$ cat src/rtl/f1_start_seq.sv
// -----------------------------------------------------------------------------
// f1_start_seq
//
// F1-style start-light sequencer with reaction timer.
// After a trigger, the lamps fill one per tick, starting with bit 0. All lamps
// then stay lit for a pseudo-random 1..2^HOLD_BITS ticks before going out. The
// block counts clock cycles from lights-out until the driver presses react.
// If react arrives before lights-out, the attempt is flagged as a jump start.
//
// Optional build macro:
//   F1_BLINK_EN - in FAULT the lamp bar toggles all-ones/all-zeros on every
//                 tick, starting all-ones on FAULT entry. When the macro is
//                 undefined, the bar stays dark in FAULT.
//
// Parameters:
//   N_LIGHTS    number of lamps (>= 2)
//   TICK_CYCLES clock cycles per tick (>= 1)
//   HOLD_BITS   width of the random hold sample (1..8)
//   RW          reaction-time counter width
//
// Ports:
//   clk          system clock, rising edge
//   rst          asynchronous active-low reset
//   trigger      start request (level, sampled each clk)
//   react        driver reaction button (level, sampled each clk)
//   data_out     lamp vector, bit 0 lights first
//   react_time   measured reaction cycles, valid while result_valid=1
//   result_valid high in DONE
//   jump_start   high in FAULT
//   busy         high in ARM, HOLD, GO
//   hold_len     hold length in ticks, latched on HOLD entry
// -----------------------------------------------------------------------------
module f1_start_seq #(
    parameter int N_LIGHTS    = 8,
    parameter int TICK_CYCLES = 48,
    parameter int HOLD_BITS   = 3,
    parameter int RW          = 16
) (
    input  logic                 clk,
    input  logic                 rst,
    input  logic                 trigger,
    input  logic                 react,
    output logic [N_LIGHTS-1:0]  data_out,
    output logic [RW-1:0]        react_time,
    output logic                 result_valid,
    output logic                 jump_start,
    output logic                 busy,
    output logic [HOLD_BITS:0]   hold_len
);

    localparam int TW = (TICK_CYCLES > 1) ? $clog2(TICK_CYCLES) : 1;
    localparam logic [TW-1:0] TICK_LAST = TW'(TICK_CYCLES - 1);

    typedef enum logic [2:0] {
        IDLE  = 3'd0,
        ARM   = 3'd1,
        HOLD  = 3'd2,
        GO    = 3'd3,
        DONE  = 3'd4,
        FAULT = 3'd5
    } state_t;

    state_t                state_reg, state_next;
    logic [TW-1:0]         tick_cnt_reg, tick_cnt_next;
    logic [7:0]            lfsr_reg, lfsr_next;
    logic [N_LIGHTS-1:0]   lights_reg, lights_next;
    logic [HOLD_BITS:0]    hold_cnt_reg, hold_cnt_next;
    logic [HOLD_BITS:0]    hold_len_reg, hold_len_next;
    logic [RW-1:0]         rcnt_reg, rcnt_next;
    logic [RW-1:0]         react_time_reg, react_time_next;
    logic                  valid_reg, valid_next;
    logic                  jump_reg, jump_next;
    logic                  tick;
    logic [HOLD_BITS:0]    hold_sample;
    logic [N_LIGHTS-1:0]   fault_lights;

    assign tick        = (tick_cnt_reg == TICK_LAST);
    assign hold_sample = {1'b0, lfsr_reg[HOLD_BITS-1:0]} + {{HOLD_BITS{1'b0}}, 1'b1};

`ifdef F1_BLINK_EN
    assign fault_lights = {N_LIGHTS{1'b1}};
`else
    assign fault_lights = {N_LIGHTS{1'b0}};
`endif

    // -------------------------------------------------------------------------
    // Next-state and datapath logic
    // -------------------------------------------------------------------------
    always_comb begin
        state_next      = state_reg;
        lights_next     = lights_reg;
        hold_cnt_next   = hold_cnt_reg;
        hold_len_next   = hold_len_reg;
        rcnt_next       = rcnt_reg;
        react_time_next = react_time_reg;
        valid_next      = valid_reg;
        jump_next       = jump_reg;

        // x^8 + x^6 + x^5 + x^4 + 1, free-running in every state
        lfsr_next = {lfsr_reg[6:0], lfsr_reg[7] ^ lfsr_reg[5] ^ lfsr_reg[4] ^ lfsr_reg[3]};

        case (state_reg)
            IDLE, DONE, FAULT: begin
                // react is ignored here; trigger alone decides
                if (trigger) begin
                    state_next      = ARM;
                    lights_next     = '0;
                    valid_next      = 1'b0;
                    jump_next       = 1'b0;
                    react_time_next = '0;
                end
`ifdef F1_BLINK_EN
                else if (state_reg == FAULT && tick) begin
                    lights_next = ~lights_reg;
                end
`endif
            end

            ARM: begin
                if (react) begin
                    state_next  = FAULT;
                    jump_next   = 1'b1;
                    lights_next = fault_lights;
                end else if (tick) begin
                    lights_next = {lights_reg[N_LIGHTS-2:0], 1'b1};
                    if (&lights_next) begin
                        state_next    = HOLD;
                        hold_len_next = hold_sample;
                        hold_cnt_next = hold_sample;
                    end
                end
            end

            HOLD: begin
                if (react) begin
                    state_next  = FAULT;
                    jump_next   = 1'b1;
                    lights_next = fault_lights;
                end else if (tick) begin
                    hold_cnt_next = hold_cnt_reg - 1'b1;
                    if (hold_cnt_reg == {{HOLD_BITS{1'b0}}, 1'b1}) begin
                        state_next  = GO;
                        lights_next = '0;
                        rcnt_next   = '0;
                    end
                end
            end

            GO: begin
                if (react) begin
                    state_next      = DONE;
                    react_time_next = rcnt_reg;
                    valid_next      = 1'b1;
                end else if (rcnt_reg != {RW{1'b1}}) begin
                    rcnt_next = rcnt_reg + 1'b1;
                end
            end

            default: begin
                state_next = IDLE;
            end
        endcase

        // Divider restarts on ARM entry so the first lamp lands exactly one
        // tick period after the trigger is accepted.
        if (state_reg != ARM && state_next == ARM) begin
            tick_cnt_next = '0;
        end else if (tick) begin
            tick_cnt_next = '0;
        end else begin
            tick_cnt_next = tick_cnt_reg + 1'b1;
        end
    end

    // -------------------------------------------------------------------------
    // State register
    // -------------------------------------------------------------------------
    always_ff @(posedge clk or negedge rst) begin
        if (!rst) begin
            state_reg      <= IDLE;
            tick_cnt_reg   <= '0;
            lfsr_reg       <= 8'hE1;
            lights_reg     <= '0;
            hold_cnt_reg   <= '0;
            hold_len_reg   <= '0;
            rcnt_reg       <= '0;
            react_time_reg <= '0;
            valid_reg      <= 1'b0;
            jump_reg       <= 1'b0;
        end else begin
            state_reg      <= state_next;
            tick_cnt_reg   <= tick_cnt_next;
            lfsr_reg       <= lfsr_next;
            lights_reg     <= lights_next;
            hold_cnt_reg   <= hold_cnt_next;
            hold_len_reg   <= hold_len_next;
            rcnt_reg       <= rcnt_next;
            react_time_reg <= react_time_next;
            valid_reg      <= valid_next;
            jump_reg       <= jump_next;
        end
    end

    assign data_out     = lights_reg;
    assign react_time   = react_time_reg;
    assign result_valid = valid_reg;
    assign jump_start   = jump_reg;
    assign hold_len     = hold_len_reg;
    assign busy         = (state_reg == ARM) || (state_reg == HOLD) || (state_reg == GO);

endmodule

$ cat config.mk
export PLATFORM = sky130hd
export DESIGN_NAME = f1_start_seq
export DESIGN_NICKNAME = d
export VERILOG_FILES = /design/src/rtl/f1_start_seq.sv
export SDC_FILE = /design/constraint.sdc
export NUM_CORES = 1
export LEC_CHECK = 0
export CAP_MARGIN = 20
export CELL_PAD_IN_SITES_DETAIL_PLACEMENT = 0
export CELL_PAD_IN_SITES_GLOBAL_PLACEMENT = 1
export CORE_MARGIN = 8
export CORE_UTILIZATION = 48
export CTS_BUF_LIST = sky130_fd_sc_hd__clkbuf_16
export DETAILED_ROUTE_END_ITERATION = 7
export PLACE_DENSITY_LB_ADDON = 0.1
export RECOVER_POWER = 100
export SLEW_MARGIN = 20
export SYNTH_ARGS = -nofsm -noshare
export SYNTH_HDL_FRONTEND = slang
export SYNTH_SLANG_ARGS = --single-unit
$ cat constraint.sdc
create_clock -name clk -period 2.9 [get_ports clk]
set_input_delay 0.58 -clock clk [delete_from_list [all_inputs] [get_ports clk]]
set_output_delay 0.58 -clock clk [all_outputs]
set_load 0.02 [all_outputs]
==> qor.yml <==
clock_network:
  cts.htree.levels: 3
  ctsResizeCount: 0
  cts_root_buffer: "clkbuf_16"
  cts_setup_buffers: 0
  cts_max_path_buffers: 2
  cts_hold_buf: 0
  worstSkewPairLatency_ns: 0.33
  clock-sinks: 67
  cts_tree: "built"
  path_clk_slew_ns: 0.06
  cts_buffers: 9
synthesis:
  ys_ff_latch: 67
  synth-edff-count: 0
  synth.area.top_cells: "dfrtp_1, nand2_1, o21ai_0"
  synthTopCellsByCount: "dfrtp_1, nand2_1, o21ai_0"
  ys.warnings.count: 0
  ys_seq_area_share_pct: 50.1
  ys_async_sr_fraction_pct: 100
  yosysTopAreaCellShare_pct: 47.0
  avgSynthCellArea_um2: 10.2
  synth_fp_nets: 339
  synthFlopType: "dfrtp_1"
  synthesis.area_um2: 3350
  yosysMostFrequentCell: "dfrtp_1"
  synth_top_cell_by_area: "dfrtp_1"
  synth_cell_types: 64
  synthCells: 330
setup_path:
  crit_path_start_kind: "primary input"
  crit_start: "react"
  endpoint: "data_out[0]$_DFFE_PN0P_"
  cp.depth: 6
  end_kind: "flip-flop"
  required_ns: 3.11
  worstPathArrival_ns: 2.72
  worst_path_max_delay_cell: "dlygate4sd3_1"
  reg2reg_depth: 5
  r2r_slack_ns: 0.49
  path_cells: "dlygate4sd3_1 -> nor4b_1 -> clkbuf_1 -> o21ai_0 -> o211ai_2 -> mux2_2"
  path_delay_family: "buffers and inverters"
  regToRegStartpoint: "rcnt_reg[0]$_DFFE_PN0P_"
  cpPeakStageDelay_ns: 0.58
  worst-path-buf-inv: 2
  crit_fanout: 10
  path_class: "primary input to flip-flop"
  r2r_end: "rcnt_reg[15]$_DFFE_PN0P_"
sta:
  setup_violations: 0
  slew_viol_final: 0
  setup_slack_ns: 0.387
  hold_viol: 0
  setup-tns-final_ns: 0
  slew_headroom_pct: 13.8
  worst_slew_pin_slew_ns: 1.29
  fmax_ghz: 0.398
  rsz0062_at_grt: "false"
  period_minus_slack_ns: 2.51
  period_share_pct: 86.6
  clock-skew-final_ns: 0.00724
route:
  drc_errors: 0
  final_antenna_net_count: 0
  via_per_inst: 5.69
  via_count: 2663
  dr.pass1.iters: 4
  drtIter0Drc: 74
  post_drt_wl_per_cell_um: 16.6
  routed_wl_mm: 7.79
power:
  power_density_nw_per_um2: 534
  peakVddDrop_mv: 0.326
  p_leak_uw: 0.00184
outcome:
  outcome: "finished, final reports clean"
grt:
  gr-usage-all-layers_pct: 16.3
  grt_pass1_vias: 2603
  grt_max_degree: 34
  grt_pass1_wl_mm: 12.9
  gr-total-overflow: 0
  grt_antenna_before_repair: 0
flow_run:
  cap_violations: 0
floorplan:
  die_h_um: 99.6
  core_um2: 6790
  initial_core_util_pct: 49.4
  rows: 30
  dieArea_um2: 9920
  die_x_um: 99.6
  io_pins: 35
final_layout:
  nets: 376
  drive_gt1_share_pct: 12.1
  final_area_um2: 4030
  diodes: 0
  synthToLayoutAreaGrowth_pct: 20.1
  fin_util_pct: 59.3
  fillerInstances: 611
place:
  gp_congestion: 0.804
  place_area_um2: 3790
  hpwl_mm: 5.41
  post-place-ws_ns: 0.415
  port_buffers: 34
min_path:
  hold_class: "flip-flop to flip-flop"
==> per-layer routing <==
metal  vias up  track usage (%)  wire (um)
li1       1267                -          -
met4         0             5.24         86
met1      1333             19.4       3420
met2        51             27.6       3970
met5         -                0          0
met3        12             4.61        311
==> metrics by stage <==
| stage | total power (uW) | instances | hold WS (ns) |
|---|---|---|---|
| after floorplan | 1120 | 330 | 0.284 |
| after global placement | 1190 | 452 | 0.346 |
| after detailed placement | 1190 | 452 | 0.351 |
| after CTS | 2180 | 468 | 0.238 |
| after global routing | 2240 | 468 | 0.358 |
| final | 2150 | 468 | 0.355 |
==> cells by family (layout without fill, tap and decap cells) <==
| group | Yosys count | count (layout) | share of synthesized area (%) |
|---|---|---|---|
| buffers and inverters | 35 | 77 | 4.55 |
| AOI/OAI and AO/OA | 70 | 70 | 15.2 |
| and+or+nand+nor | 128 | 128 | 20.7 |
| muxes | 18 | 18 | 5.71 |
| adders and majority gates | 5 | 5 | 1.86 |
| xor gates and xnor gates | 7 | 7 | 1.83 |
| DFF | 67 | 67 | 50.1 |
==> how the worst min path moves through the flow <==
stage,start,to,depth (start not counted)
global placement,lfsr_reg[6]$_DFF_PN1_,lfsr_reg[7]$_DFF_PN1_,0
detailed placement,lfsr_reg[6]$_DFF_PN1_,lfsr_reg[7]$_DFF_PN1_,0
global route,lfsr_reg[6]$_DFF_PN1_,lfsr_reg[7]$_DFF_PN1_,0
finish,lfsr_reg[6]$_DFF_PN1_,lfsr_reg[7]$_DFF_PN1_,0
CTS,rst,result_valid$_DFFE_PN0P_,1
floorplan,rst,data_out[0]$_DFFE_PN0P_,0
==> layout by cell type (no fill, tap or decap), types with 3 or more instances in the layout <==
master and n:
a211o_1 5, a21oi_1 4, a22o_1 5, and3_1 7, buf_4 6, clkbuf_1 3, clkbuf_16 9, clkinv_2 3
dfrtp_1 63, dlygate4sd3_1 33, ha_1 5, inv_1 19, mux2_2 9, mux2i_1 9, nand2_1 49, nand3_1 13
nand4_1 3, nor2_1 13, nor3_1 10, nor4_1 4, o21ai_0 27, o311a_1 4, or3_1 4, xnor2_1 3
xor2_1 4
==> power breakdown <==
part	switching [uW]	internal (uW)
combinational	93.1	61.7
clock	412	576
sequential	40.3	969
==> final cells by class <==
type / instances / area, um^2 / share of cell area, %
Clock buffer: 9 / 225 / 5.59
Inverter: 18 / 67.6 / 1.68
Tap cell: 96 / 120 / 2.98
Multi-Input combinational cell: 228 / 1500 / 37.2
Timing Repair Buffer: 43 / 392 / 9.72
Clock inverter: 7 / 45.0 / 1.12
Sequential cell: 67 / 1680 / 41.7
No activity file was read; power rests on OpenSTA's default activity.
